===== src/rtl/mem_stage.sv =====
// MEM stage of the 5-stage LoongArch pipeline: holds one instruction, waits for the
// data-SRAM response when needed, aligns/extends load data and hands off to WB.
module mem_stage #(
  parameter int EXE_BUS_W = 176,
  parameter int MEM_BUS_W = 168
) (
  input  logic                 clk,
  input  logic                 reset,
  input  logic                 exe_valid,
  input  logic                 exe_ready_go,
  input  logic [EXE_BUS_W-1:0] exe_bus,
  output logic                 mem_allow_in,
  input  logic                 data_sram_data_ok,
  input  logic [31:0]          data_sram_rdata,
  input  logic                 wb_allow_in,
  input  logic                 flush,
  output logic                 mem_to_wb_valid,
  output logic                 mem_ready_go,
  output logic [MEM_BUS_W-1:0] mem_bus,
  output logic [39:0]          mem_bypass_bus,
  output logic                 mem_ex
);

  typedef struct packed {
    logic [15:0] ebus;
    logic        ertn;
    logic [79:0] csr_ctrl;
    logic        res_from_csr;
    logic        mem_req;
    logic [4:0]  ld_op;      // {w,hu,h,bu,b}
    logic [1:0]  addr_lo;
    logic [31:0] alu_result;
    logic        rf_we;
    logic [4:0]  rf_waddr;
    logic [31:0] pc;
  } exe_pl_t;

  exe_pl_t     pl;
  logic        valid, rbuf_valid, discard;
  logic [31:0] rbuf;
  logic        need_data, fresh_ok, load_in, leave;
  logic [31:0] data, shifted, final_result;
  logic [15:0] half;

  assign need_data       = valid & pl.mem_req & ~(|pl.ebus);
  assign fresh_ok        = data_sram_data_ok & ~discard;
  assign mem_ready_go    = ~need_data | fresh_ok | rbuf_valid;
  assign mem_allow_in    = ~valid | (mem_ready_go & wb_allow_in);
  assign mem_to_wb_valid = valid & mem_ready_go & ~flush;
  assign load_in         = exe_valid & exe_ready_go & mem_allow_in & ~flush;
  assign leave           = valid & mem_ready_go & wb_allow_in;
  assign mem_ex          = valid & ((|pl.ebus) | pl.ertn);

  always_ff @(posedge clk or negedge reset) begin
    if (!reset) begin
      valid      <= 1'b0;
      pl         <= '0;
      rbuf       <= '0;
      rbuf_valid <= 1'b0;
      discard    <= 1'b0;
    end else begin
      if (flush)        valid <= 1'b0;
      else if (load_in) valid <= 1'b1;
      else if (leave)   valid <= 1'b0;

      if (load_in) pl <= exe_pl_t'(exe_bus);

      // Park a response that arrives while WB is stalled so the SRAM need not hold it.
      if (fresh_ok & need_data & ~wb_allow_in & ~rbuf_valid) rbuf <= data_sram_rdata;
      if (flush | leave)
        rbuf_valid <= 1'b0;
      else if (fresh_ok & need_data & ~wb_allow_in)
        rbuf_valid <= 1'b1;

      // A killed instruction's request is still in flight; swallow its response.
      if (flush & need_data & ~fresh_ok & ~rbuf_valid)
        discard <= 1'b1;
      else if (data_sram_data_ok & discard)
        discard <= 1'b0;
    end
  end

  assign data    = rbuf_valid ? rbuf : data_sram_rdata;
  assign shifted = data >> {pl.addr_lo, 3'b000};
  assign half    = pl.addr_lo[1] ? data[31:16] : data[15:0];

  always_comb begin
    final_result = pl.alu_result;
    if (pl.ld_op[4])      final_result = data;
    else if (pl.ld_op[3]) final_result = {16'h0, half};
    else if (pl.ld_op[2]) final_result = {{16{half[15]}}, half};
    else if (pl.ld_op[1]) final_result = {24'h0, shifted[7:0]};
    else if (pl.ld_op[0]) final_result = {{24{shifted[7]}}, shifted[7:0]};
  end

  assign mem_bus = {pl.ebus, pl.ertn, pl.csr_ctrl, pl.res_from_csr, final_result,
                    pl.rf_we, pl.rf_waddr, pl.pc};

  assign mem_bypass_bus = {pl.res_from_csr, valid & (|pl.ld_op) & ~mem_ready_go,
                           valid & pl.rf_we, pl.rf_waddr, final_result};

endmodule


===== config.mk =====
export PLATFORM = sky130hd
export DESIGN_NAME = mem_stage
export DESIGN_NICKNAME = d
export VERILOG_FILES = /design/src/rtl/mem_stage.sv
export SDC_FILE = /design/constraint.sdc
export NUM_CORES = 1
export LEC_CHECK = 0
export BUFFER_PORTS_ARGS = -buffer_cell sky130_fd_sc_hd__buf_4
export CELL_PAD_IN_SITES_DETAIL_PLACEMENT = 1
export CELL_PAD_IN_SITES_GLOBAL_PLACEMENT = 2
export CORE_ASPECT_RATIO = 1.4
export CORE_MARGIN = 4
export CORE_UTILIZATION = 34
export DETAILED_ROUTE_END_ITERATION = 10
export HOLD_SLACK_MARGIN = 0.08
export PLACE_DENSITY = 0.95
export SLEW_MARGIN = 20
export SYNTH_ARGS = -nofsm -noshare
export SYNTH_HDL_FRONTEND = slang
export SYNTH_SLANG_ARGS = --single-unit
export TNS_END_PERCENT = 1

===== constraint.sdc =====
create_clock -name clk -period 3.2 [get_ports clk]
set_input_delay 0.16 -clock clk [delete_from_list [all_inputs] [get_ports clk]]
set_output_delay 0.16 -clock clk [all_outputs]
set_load 0.05 [all_outputs]

==> results summary, run 1 <==
The post-layout utilization of the core came out at 51.1%. The path type of the worst setup path is flop to primary output. The initial antenna violation count is 3. The cell sitting at the root of the clock tree is a clkbuf_16. The global-route wire length before repair is 65.4 mm. The post-layout net count came out at 1535. The area enclosed by the die boundary came out at 0.0363 mm2. The standard-cell row count is 78.

The placement-stage worst setup slack came out at 577 ps. The synthesized design spends more area on one cell type than any other, namely dfrtp_1. The cell count after synthesis is 852. In the layout the commonest cells are 441 x buf_4, 213 x dlygate4sd3_1, 210 x dfrtp_1.

At the worst endpoint, the arrival time is 2810 ps. The placeable core region came out at 0.0326 mm2. The flop-to-flop setup slack is 370 ps. TritonCTS created 24 clock buffers. STA classifies the critical path endpoint as a primary output. The total wire length after detailed routing came out at 43.6 mm. The clock reaches the later pin of the worst-skew pair after 530 ps. The setup slack of the critical path after layout came out at 234 ps. The die width came out at 162 um. The total count of hold-check failures in the final report is 0. The count of final max-slew check failures is 0.

The mean routed wirelength per cell came out at 24.5 um. The count of unique library cells instantiated by Yosys is 37. The number of instances resized during post-cts repair is 0. The power density over the cells came out at 703 mW/mm2.

In this run the vertical extent of the chip is 224 um. From synthesis to final layout, the design area changed by 47.3%. Setup repair after global routing left no endpoint under its margin. Leaving out fill and tap cells, the most frequent cell in the layout is buf_4.

The overall overflow remaining after global route is 0. In the final layout, the multi-input gates occupy 0.00444 mm2. Dividing the detail-routed via count by the number of cells gives 4.77.

The average footprint of a synthesized cell came out at 13.3 um2. The worst setup path is launched from a flop. The worst slew slack as a fraction of its limit came out at 48.0%. The routability-driven placement congestion ratio is 0.796. The net count of the mapped netlist came out at 1067. The post-placement cell area is 0.0137 mm2. The first routing iteration left 285 violations. The I/O pin total came out at 427. The leakage component of the power came out at 7.84 nW.

The top-area cell type share of the netlist area came out at 46.7%. Summing the sequential cell areas from Yosys gives 46.7% of the chip area. The register clock-pin slew on the reported worst setup and hold paths is 60 ps.

The maximum fanout encountered on the critical timing path came out at 7. Summing every instance area after synthesis gives 0.0113 mm2. Input and output buffers added on the ports amount to 426. The filler cells instantiated in the layout total 3348. The count of vias placed by the detailed router came out at 8495. The final critical path takes up 92.7% of the cycle. In this run the number of H-tree levels came out at 1. The largest net degree at the start of global routing is 93. Registers take 0.00528 mm2. The TritonCTS sink count came out at 211. After routing the design area is 0.0167 mm2.

The via count of the first global-routing pass is 10172. By area the synthesized netlist is led by dfrtp_1 47%, mux2_4 19%, buf_4 12%. Max-cap violations in this run came to 0.

The count of non-filler cells in the finished layout is 1781. The number of storage elements in the synthesis netlist is 211. The maximum vdd drop came out at 482 uV. The initial utilization of the core area, before any placement, comes to 34.7%. The total DRC errors in the routed layout is 0. Derived from the worst setup path, the maximum achievable clock frequency is 337 MHz. Setup violations remaining at the end of the flow were counted as 0. The time the worst path needs with I/O delays and setup came out at 2970 ps.

Once detail routing completed, the nets flagged for antenna violations numbered 0. The run finished with clean final reports. The worst clock skew came out at 11.3 ps. The accumulated negative setup slack came out at 0 ps. The number of iterations in the first detailed-routing pass came out at 4. In the global route stage, overall resource usage came out at 23.5%. For the pin with the worst max-slew slack, the measured transition is 780 ps.

The maximum clock path buffer count is 3. STA puts the critical path data required time at 3040 ps. The post-detailed-placement half-perimeter wirelength came out at 26.5 mm. Including well taps, the total number of placed cells is 1521.

The worst hold path belongs to the class input pin to async pin. The layout cell share with drive strength beyond 1 came out at 53.3%. The synthesis warning total is 0. TritonCTS built the clock tree.
==> synth_stat cells <==
| master | n |
|---|---|
| a211oi_1 | 16 |
| a21oi_1 | 36 |
| a22oi_1 | 8 |
| a2bb2oi_1 | 1 |
| a311oi_1 | 1 |
| and2_1 | 1 |
| and3_1 | 2 |
| buf_1 | 1 |
| buf_2 | 11 |
| buf_4 | 174 |
| buf_6 | 16 |
| clkbuf_1 | 14 |
| dfrtp_1 | 211 |
| inv_1 | 6 |
| mux2_2 | 69 |
| mux2_4 | 140 |
| mux2i_1 | 29 |
| mux4_2 | 15 |
| nand2_1 | 20 |
| nand2b_1 | 1 |
| nand3_1 | 2 |
| nand4_1 | 1 |
| nand4b_1 | 1 |
| nor2_1 | 22 |
| nor2b_1 | 19 |
| nor3_1 | 2 |
| nor3b_1 | 1 |
| nor4_1 | 4 |
| o21a_1 | 2 |
| o21ai_0 | 18 |
| o21bai_1 | 1 |
| o22ai_1 | 1 |
| o311a_1 | 1 |
| o41ai_1 | 1 |
| or2_2 | 1 |
| or3_1 | 2 |
| or4_1 | 1 |
==> cell families after synthesis <==
group                  after synthesis  share of synthesized area [%]
DFF                                211                           46.7
muxes                              253                           31.0
and+or+nand+nor                     80                           3.49
buffers and inverters              222                           14.3
AOI/OAI and AO/OA                   86                           4.55
==> critical path, cell delays in order, from the launching register on <==
cell and delay (ps):
dfrtp_1 410, nor4_1 460, nand4_1 420, or4_1 660
nor2_1 120, buf_4 210
==> path summary, 6_finish.rpt <==
kind,from,end,depth (start not counted)
setup / recovery,mem_bus[153]$_DFFE_PN0P_,mem_bypass_bus[38],5
hold / removal,reset,pl[54]$_DFFE_PN0P_,2
setup reg to reg,mem_bus[153]$_DFFE_PN0P_,mem_bus[72]$_DFFE_PN0P_,5
hold reg to reg,rbuf[4]$_DFFE_PN0P_,rbuf[4]$_DFFE_PN0P_,1
max in group asynchronous,reset,pl[59]$_DFFE_PN0P_,3
min in group clk,exe_bus[36],mem_bus[36]$_DFFE_PN0P_,3
==> per-stage QoR <==
stage | power (mW) | hold WS, ps
6_report | 11.7 | 220
5_1_grt | 12.2 | 287
4_1_cts | 11.7 | 258
3_5_place_dp | 8.34 | 244
3_3_place_gp | 8.21 | 240
2_1_floorplan | 7.37 | -136
==> timing repair <==
action,in CTS,in global routing
hold buffers,213,0
endpoints found under the hold margin,299,0
buffers inserted,0,0
==> layer usage <==
layer | vias to the layer above | track usage (%) | part of all wire [%]
li1 | 3732 | - | -
met1 | 4266 | 24.2 | 34
met2 | 393 | 44.6 | 55
met3 | 104 | 5.52 | 6.4
met4 | 0 | 10.7 | 4.9
met5 | - | 0 | 0
==> registers in the layout, summed over array words and instances (netlist names) <==
register and flops:
mem_bus 136, pl 40, rbuf 32, discard 1, rbuf_valid 1, valid 1
==> cell type report <==
| class | instances | area share, % |
|---|---|---|
| antenna | 3 | 0.0450 |
| clock buffer | 34 | 4.20 |
| clock inverter | 10 | 0.938 |
| inverter | 6 | 0.135 |
| multi-input combinational | 419 | 26.6 |
| sequential | 211 | 31.7 |
| tap | 440 | 3.30 |
| timing repair buffer | 658 | 33.1 |
==> where the power goes <==
| group | switching, mW | internal [mW] |
|---|---|---|
| clock | 1.19 | 1.85 |
| sequential | 0.415 | 3.12 |
| combinational | 3.30 | 1.84 |
(Power assumes the default switching activity.)
==> run 2, diff against run 1 <==
--- a/config.mk
+++ b/config.mk
@@ -14,6 +14,7 @@
 export DETAILED_ROUTE_END_ITERATION = 10
 export HOLD_SLACK_MARGIN = 0.08
 export PLACE_DENSITY = 0.95
+export REMOVE_ABC_BUFFERS = 1
 export SLEW_MARGIN = 20
 export SYNTH_ARGS = -nofsm -noshare
 export SYNTH_HDL_FRONTEND = slang
==> run 2 against run 1 <==
Maximum frequency decreased by 1.9%. Final area up 0.58%. Combinational power about the same.
==> results summary, run 2 (synthesized netlist as in run 1, its figures left out) <==
The leakage component of the power is 7.87 nW (+0.45%). The starting density of the core came out at 34.7% (unchanged). The number of violations of the max-capacitance limit came to 0 (unchanged). The total DRC errors in the routed layout came to 0 (unchanged).

The maximum vdd drop came to 441 uV (-8.5%). The count of buffer and inverter cells on the critical path is 1 (unchanged). The class of the worst hold path is input pin to async pin.

The overall overflow remaining after global route came to 0 (unchanged). The total stage count of the critical path came to 5 (unchanged). The layout cell share with drive strength beyond 1 is 53.5% (+0.21 points). TritonCTS built the clock tree. Grouping stages by cell kind, the critical path spends the most delay in compound AO/OA/AOI/OAI gates. The via count of the first global-routing pass is 10289 (+1.2%).

The leading cell type in the layout, fill and taps excluded is buf_4. The cell total after placement came to 1523 (+0.13%). The TritonCTS sink count came out at 211 (unchanged). The synthesis-to-finish area growth came out at 48.2%.

Among all stages on the critical path, the largest delay is contributed by o21a_1. The post-layout net count is 1540 (+0.33%). The die extent in y is 224 um (unchanged). The worst clock skew came out at 8.69 ps (-2.58 ps). The setup slack of the critical path after layout is 178 ps (-56.5 ps). The number of buffers created by CTS came to 25 (+4.2%). The register clock-pin slew on the reported worst setup and hold paths came out at 60 ps (about the same). The mean routed wirelength per cell was 23.8 um (-2.9%). The maximum level of the CTS H-tree is 1 (unchanged). The clock insertion delay at the later pin of the skew report is 530 ps (about the same). The maximum operating frequency came out at 331 MHz (-1.9%). The worst slew slack as a fraction of its limit came out at 36.8% (-11 points).

The standard-cell row count was 78 (unchanged). The global-route wire length before repair came out at 64.3 mm (-1.6%). The total net switching power is 4.93 mW (+0.36%). The clock group share of total power came out at 26.8% (+0.9 points). CTS placed an instance of clkbuf_16 at the clock tree root.

The type of destination of the critical path is a primary output. The count of non-filler cells in the finished layout was 1788 (+0.39%). The flop-to-flop setup slack is 350 ps (-20 ps). The post-detailed-placement half-perimeter wirelength is 25.6 mm (-3.6%). The initial antenna violation count is 6 (+3).

The worst reg2reg path depth came out at 6 (+1). In this run the critical register-to-register path is captured at pl[49]$_DFFE_PN0P_. The launching point of the worst reg2reg path is mem_bus[165]$_DFFE_PN0P_.

The time the worst path needs with I/O delays and setup is 3020 ps (+56.5 ps). The total count of hold-check failures in the final report came out at 0 (unchanged). The number of setup violations in the final report came out at 0 (unchanged). The required time of the critical path is 3040 ps (about the same). The count of vias placed by the detailed router came out at 8547 (+0.61%). The internal power is 6.92 mW (+1.6%). The data arrival at the endpoint of the critical path was 2860 ps (+50 ps).

The ratio of final minimum period to clock period came out at 94.4% (+1.8 points). The largest net degree at the start of global routing was 78 (-16%). The worst setup path is launched from a flop. The area enclosed by the die boundary is 0.0363 mm2 (unchanged).

The count of final max-slew check failures was 0 (unchanged). The count of filler cells inserted in the layout is 3351 (+0.090%). Setup repair after global routing left no endpoint under its margin. The placeable core region is 0.0326 mm2 (unchanged).

The slew at the pin closest to its max-slew limit is 947 ps (+167 ps). In this run the worst setup path terminates at mem_bypass_bus[31]. The run finished with clean final reports. The total wire length after detailed routing is 42.6 mm (-2.5%).

Traced cell by cell, the critical path runs through mux4_2, o21a_1, nor2_1, a21oi_1, buf_4. The violation count after the first detailed-routing iteration is 335 (+18%). The worst setup path is of the flop to primary output kind. The routability-driven placement congestion ratio came to 0.726 (-8.7%). The biggest cell delay along the critical path is 730 ps (+70 ps).

The global-route usage over all layers came to 22.8% (-0.67 points). The I/O pin total is 427 (unchanged). The number of instances resized during post-cts repair came to 0 (unchanged). The start point of the critical path is rbuf_valid$_DFFE_PN0P_. The maximum fanout encountered on the critical timing path is 16 (+9). The quantity of I/O buffers inserted on ports was 426 (unchanged). In the layout the commonest cells are 443 x buf_4, 213 x dlygate4sd3_1, 210 x dfrtp_1. The die width was 162 um (unchanged).

The maximum clock path buffer count is 3 (unchanged). The vias per cell is 4.78 (+0.22%). The number of iterations in the first detailed-routing pass was 4 (unchanged). The flip-flop count of the largest register after layout was 136 (unchanged). The post-route antenna net violation count is 0 (unchanged). The portion of total power attributed to combinational logic was 43.5% (-0.4 points). The portion of total power attributed to sequential cells is 29.7% (-0.5 points).

The switching part of the total power came out at 41.6% (-0.30 points). The placement-stage worst setup slack came out at 459 ps (-118 ps). The power density over the cells was 706 mW/mm2 (+0.50%).
run 2: cell types whose count changed in the layout (fill, tap and decap cells not counted), sizes merged:
cell and change:
diode +3, clkinv -2, clkinvlp +1, buf +4, bufinv +1
run 2: per-stage QoR:
step                power (mW)   TNS, ps  utilization, %  area [um2]  hold slack, ps
finish                    11.8         0            51.4       16800             219
global route              12.3         0            51.4       16800             265
CTS                       11.8         0            51.4       16700             235
detailed placement        8.36         0            42.1       13700             195
global placement          8.25         0            42.1       13700             193
floorplan                 6.69  -1119510               -        9720            -136
run 2: worst min path at each step:
stage / start / end / cells past startpoint
after floorplan: reset / discard$_DFFE_PN0P_ / 0
after global placement: reset / mem_bus[140]$_DFFE_PN0P_ / 1
after detailed placement: reset / mem_bus[84]$_DFFE_PN0P_ / 1
after CTS: reset / mem_bus[84]$_DFFE_PN0P_ / 2
after global routing: reset / valid$_DFFE_PN0P_ / 2
final: reset / pl[72]$_DFFE_PN0P_ / 2
run 2: final cells by class:
| type | count | area, um2 | area share [%] |
|---|---|---|---|
| Timing Repair Buffer | 662 | 5570 | 33.2 |
| Inverter | 6 | 22.5 | 0.134 |
| Clock inverter | 10 | 180 | 1.07 |
| Tap cell | 440 | 551 | 3.28 |
| Sequential cell | 211 | 5280 | 31.5 |
| Antenna cell | 6 | 15.0 | 0.0895 |
| Clock buffer | 34 | 709 | 4.23 |
| Multi-Input combinational cell | 419 | 4440 | 26.5 |
run 2: repair_timing:
| item | in CTS | in global routing |
|---|---|---|
| hold endpoints to repair | 284 | 0 |
| setup buffers | 0 | 2 |
| hold buffers | 213 | 0 |
| setup endpoints to repair | 0 | 1 |
run 2: routing by layer:
layer	vias to the layer above	share of wire, %	routed length, um	global-route usage, %
met4	0	4.1	1730	9.58
met2	382	54	22800	42.4
li1	3758	-	-	-
met1	4317	36	15400	24.9
met3	90	6.2	2640	4.91
met5	-	0	0	0
run 2: power groups by stage:
| stage | clock (mW) | combinational, mW | sequential (mW) |
|---|---|---|---|
| after global routing | 3.35 | 5.35 | 3.56 |
| after CTS | 3.23 | 5.09 | 3.47 |
| after global placement | 0 | 4.78 | 3.47 |
| after floorplan | 0 | 1.96 | 4.73 |
| after detailed placement | 0 | 4.87 | 3.49 |
| final | 3.18 | 5.15 | 3.51 |
==> run 3, diff against run 2 <==
--- a/config.mk
+++ b/config.mk
@@ -15,6 +15,7 @@
 export HOLD_SLACK_MARGIN = 0.08
 export PLACE_DENSITY = 0.95
 export REMOVE_ABC_BUFFERS = 1
+export SETUP_SLACK_MARGIN = 0.5
 export SLEW_MARGIN = 20
 export SYNTH_ARGS = -nofsm -noshare
 export SYNTH_HDL_FRONTEND = slang
==> run 3 against run 2 <==
Flip-flop and latch count is the same. Register-to-register slack gained 240 ps. Sequential power hardly changed. Clock power barely moved. Worst hold slack improved by 3.0 ps. Maximum frequency up 11%. Clock skew increased by 3.7 ps. First-iteration DRC count up 8.7%. Combinational power up 7.0%. Non-clock buffer count up 9. Critical path depth grew 1. Critical endpoint is now mem_bus[62]. Highest routed layer unchanged.
==> results summary, run 3 (synthesized netlist as in run 1, its figures left out) <==
The slew at the pin closest to its max-slew limit is 670 ps (-276 ps). The critical register-to-register path endpoint is pl[49]$_DFFE_PN0P_. The count of buffer and inverter cells on the critical path was 2 (+1). The start point of the critical path is rbuf_valid$_DFFE_PN0P_.

The min-delay analysis places its worst path in the category input pin to async pin. STA classifies the critical path endpoint as a primary output. The overall power came out at 12.2 mW (+3.3%).

Walking the worst path, the cells encountered are buf_4, mux4_2, o21a_4, nor2_1, a21oi_4, buf_6. The startpoint identified for the worst register-to-register timing path is mem_bus[165]$_DFFE_PN0P_. The global-route wire length before repair is 64.9 mm (+0.98%). The maximum fanout encountered on the critical timing path is 16 (unchanged).

The total DRC errors in the routed layout was 0 (unchanged). The run finished with clean final reports. The standard-cell row count is 78 (unchanged).

The number of setup violations in the final report was 0 (unchanged). The initial antenna violation count came to 8 (+2). The die extent in y came to 224 um (unchanged). The mean routed wirelength per cell is 25.6 um (+7.5%). Setup repair after global routing could not meet its margin everywhere. The worst hold slack after final layout is 222 ps (+2.96 ps). The data arrival at the endpoint of the critical path is 2570 ps (-290 ps). The count of final max-slew check failures is 0 (unchanged). The total wire length after detailed routing came out at 46.1 mm (+8.2%). The biggest cell delay along the critical path is 530 ps (-200 ps).

The leakage component of the power came to 8.03 nW (+2.0%). The overall overflow remaining after global route is 0 (unchanged). The power density over the cells is 705 mW/mm2 (-0.18%).

The gate family responsible for the most delay along the worst path is multiplexers. The required time of the critical path is 3040 ps (about the same). The portion of total power attributed to sequential cells is 28.9% (-0.8 points). The routability-driven placement congestion ratio came out at 0.726 (unchanged).

The clock insertion delay at the later pin of the skew report came out at 530 ps (about the same). The maximum level of the CTS H-tree came out at 1 (unchanged). The count of vias placed by the detailed router was 8684 (+1.6%). The count of non-filler cells in the finished layout is 1800 (+0.67%).

The number of violations of the max-capacitance limit is 0 (unchanged). The worst slew slack as a fraction of its limit is 55.3% (+19 points). The clock tree from TritonCTS is built. The area of combinational cells with multiple inputs came out at 0.00472 mm2 (+6.5%). The via count of the first global-routing pass is 10309 (+0.19%). The synthesis-to-finish area growth is 53.3%.

The combined flip-flop and latch cell area is 0.00529 mm2 (about the same). The worst reg2reg path depth came out at 7 (+1). The total stage count of the critical path is 6 (+1). The I/O pin total is 427 (unchanged). The count of filler cells inserted in the layout was 3282 (-2.1%). The total net switching power is 5.14 mW (+4.2%).

The cell total after placement came to 1523 (unchanged). The area enclosed by the die boundary came out at 0.0363 mm2 (unchanged). The internal power came out at 7.10 mW (+2.6%).

The library cells used most frequently in the layout, excluding fill and tap cells, are 412 x buf_4, 213 x dlygate4sd3_1, 207 x dfrtp_1. The path type of the worst setup path is flop to primary output. The total count of hold-check failures in the final report came out at 0 (unchanged). The maximum operating frequency is 367 MHz (+11%). The accumulated negative setup slack came out at 0 ps (unchanged). The number of iterations in the first detailed-routing pass came out at 4 (unchanged). The global-route usage over all layers was 23.1% (+0.26 points). The worst clock skew came out at 12.4 ps (+3.73 ps). The maximum vdd drop came out at 444 uV (+0.60%). The flop-to-flop setup slack came out at 590 ps (+240 ps). The post-route antenna net violation count came out at 0 (unchanged).

The vias per cell came out at 4.82 (+0.93%). The quantity of I/O buffers inserted on ports came to 426 (unchanged). The flip-flop count of the largest register after layout is 136 (unchanged). The starting density of the core is 34.7% (unchanged). The TritonCTS sink count came out at 211 (unchanged). The maximum clock path buffer count came out at 3 (unchanged). The slowest stage of the critical path is the mux4_2 cell.

The post-detailed-placement half-perimeter wirelength came out at 25.6 mm (unchanged). The placeable core region is 0.0326 mm2 (unchanged). The post-layout net count came out at 1550 (+0.65%).

The portion of total power attributed to combinational logic came out at 45.0% (+1.5 points). The number of buffers created by CTS is 25 (unchanged). Clock tree synthesis selected as its root buffer the cell clkbuf_16. The time the worst path needs with I/O delays and setup came out at 2730 ps (-295 ps).

The ratio of final minimum period to clock period is 85.2% (-9.2 points). The die width is 162 um (unchanged). The switching part of the total power came out at 42.0% (+0.38 points).

The clock group share of total power was 26.1% (-0.7 points). The register clock-pin slew on the reported worst setup and hold paths is 70 ps (about the same). The worst setup path is launched from a flop. The layout cell share with drive strength beyond 1 came out at 56.4% (+2.9 points). The violation count after the first detailed-routing iteration came out at 364 (+8.7%). The leading cell type in the layout, fill and taps excluded is buf_4. The largest net degree at the start of global routing is 78 (unchanged).
==> run 3: per-stage QoR <==
| step | cell area [um2] | utilization [%] | setup slack (ps) |
|---|---|---|---|
| after detailed placement | 13700 | 42.1 | 459 |
| after floorplan | 9720 | - | -5920 |
| after global placement | 13700 | 42.1 | 617 |
| final | 17400 | 53.2 | 473 |
| after global routing | 17400 | 53.2 | 399 |
| after CTS | 16800 | 51.5 | 420 |
==> run 3: repair_timing <==
item                       CTS  global route
cloned                       0             6
gates resized for setup      9            88
hold buffers               213             0
setup endpoints to repair  110           253
setup buffers                3             3
pin swaps                    1             5
hold endpoints to repair   284             0
==> run 3: worst register-to-register path: stages (launching register included) <==
cell     delay, ps
dfrtp_2        460
nor4_4         320
nand4_1        160
buf_4          190
buf_4          150
o311a_4        530
buf_4          320
mux2_4         350
==> run 3: how the worst max path moves through the flow <==
stage / endpoint / slack [ps]
after floorplan: mem_bus[114]$_DFFE_PN0P_ / -5920
after global placement: pl[68]$_DFFE_PN0P_ / 620
after detailed placement: pl[68]$_DFFE_PN0P_ / 460
after CTS: mem_bypass_bus[31] / 420
after global routing: mem_bypass_bus[38] / 400
final: mem_bus[62] / 470
==> run 3: per-layer routing <==
| layer | vias up | GRT usage, % | routed length, um |
|---|---|---|---|
| li1 | 3785 | - | - |
| met3 | 94 | 5.12 | 2810 |
| met4 | 0 | 8.93 | 1650 |
| met1 | 4396 | 25.1 | 16400 |
| met2 | 409 | 43.3 | 25200 |
| met5 | - | 0 | 0 |
==> run 3: layout make-up <==
class,count,area share (%)
Tap cell,440,3.17
Multi-Input combinational cell,420,27.2
Antenna cell,8,0.115
Clock buffer,34,4.09
Clock inverter,10,1.04
Inverter,6,0.130
Timing Repair Buffer,671,33.8
Sequential cell,211,30.5
==> run 3: power by group through the flow <==
| stage | sequential, mW | clock, mW | combinational, mW |
|---|---|---|---|
| finish | 3.54 | 3.19 | 5.51 |
| global route | 3.59 | 3.35 | 5.70 |
| CTS | 3.47 | 3.23 | 5.11 |
| detailed placement | 3.49 | 0 | 4.87 |
| global placement | 3.47 | 0 | 4.78 |
| floorplan | 4.73 | 0 | 1.96 |
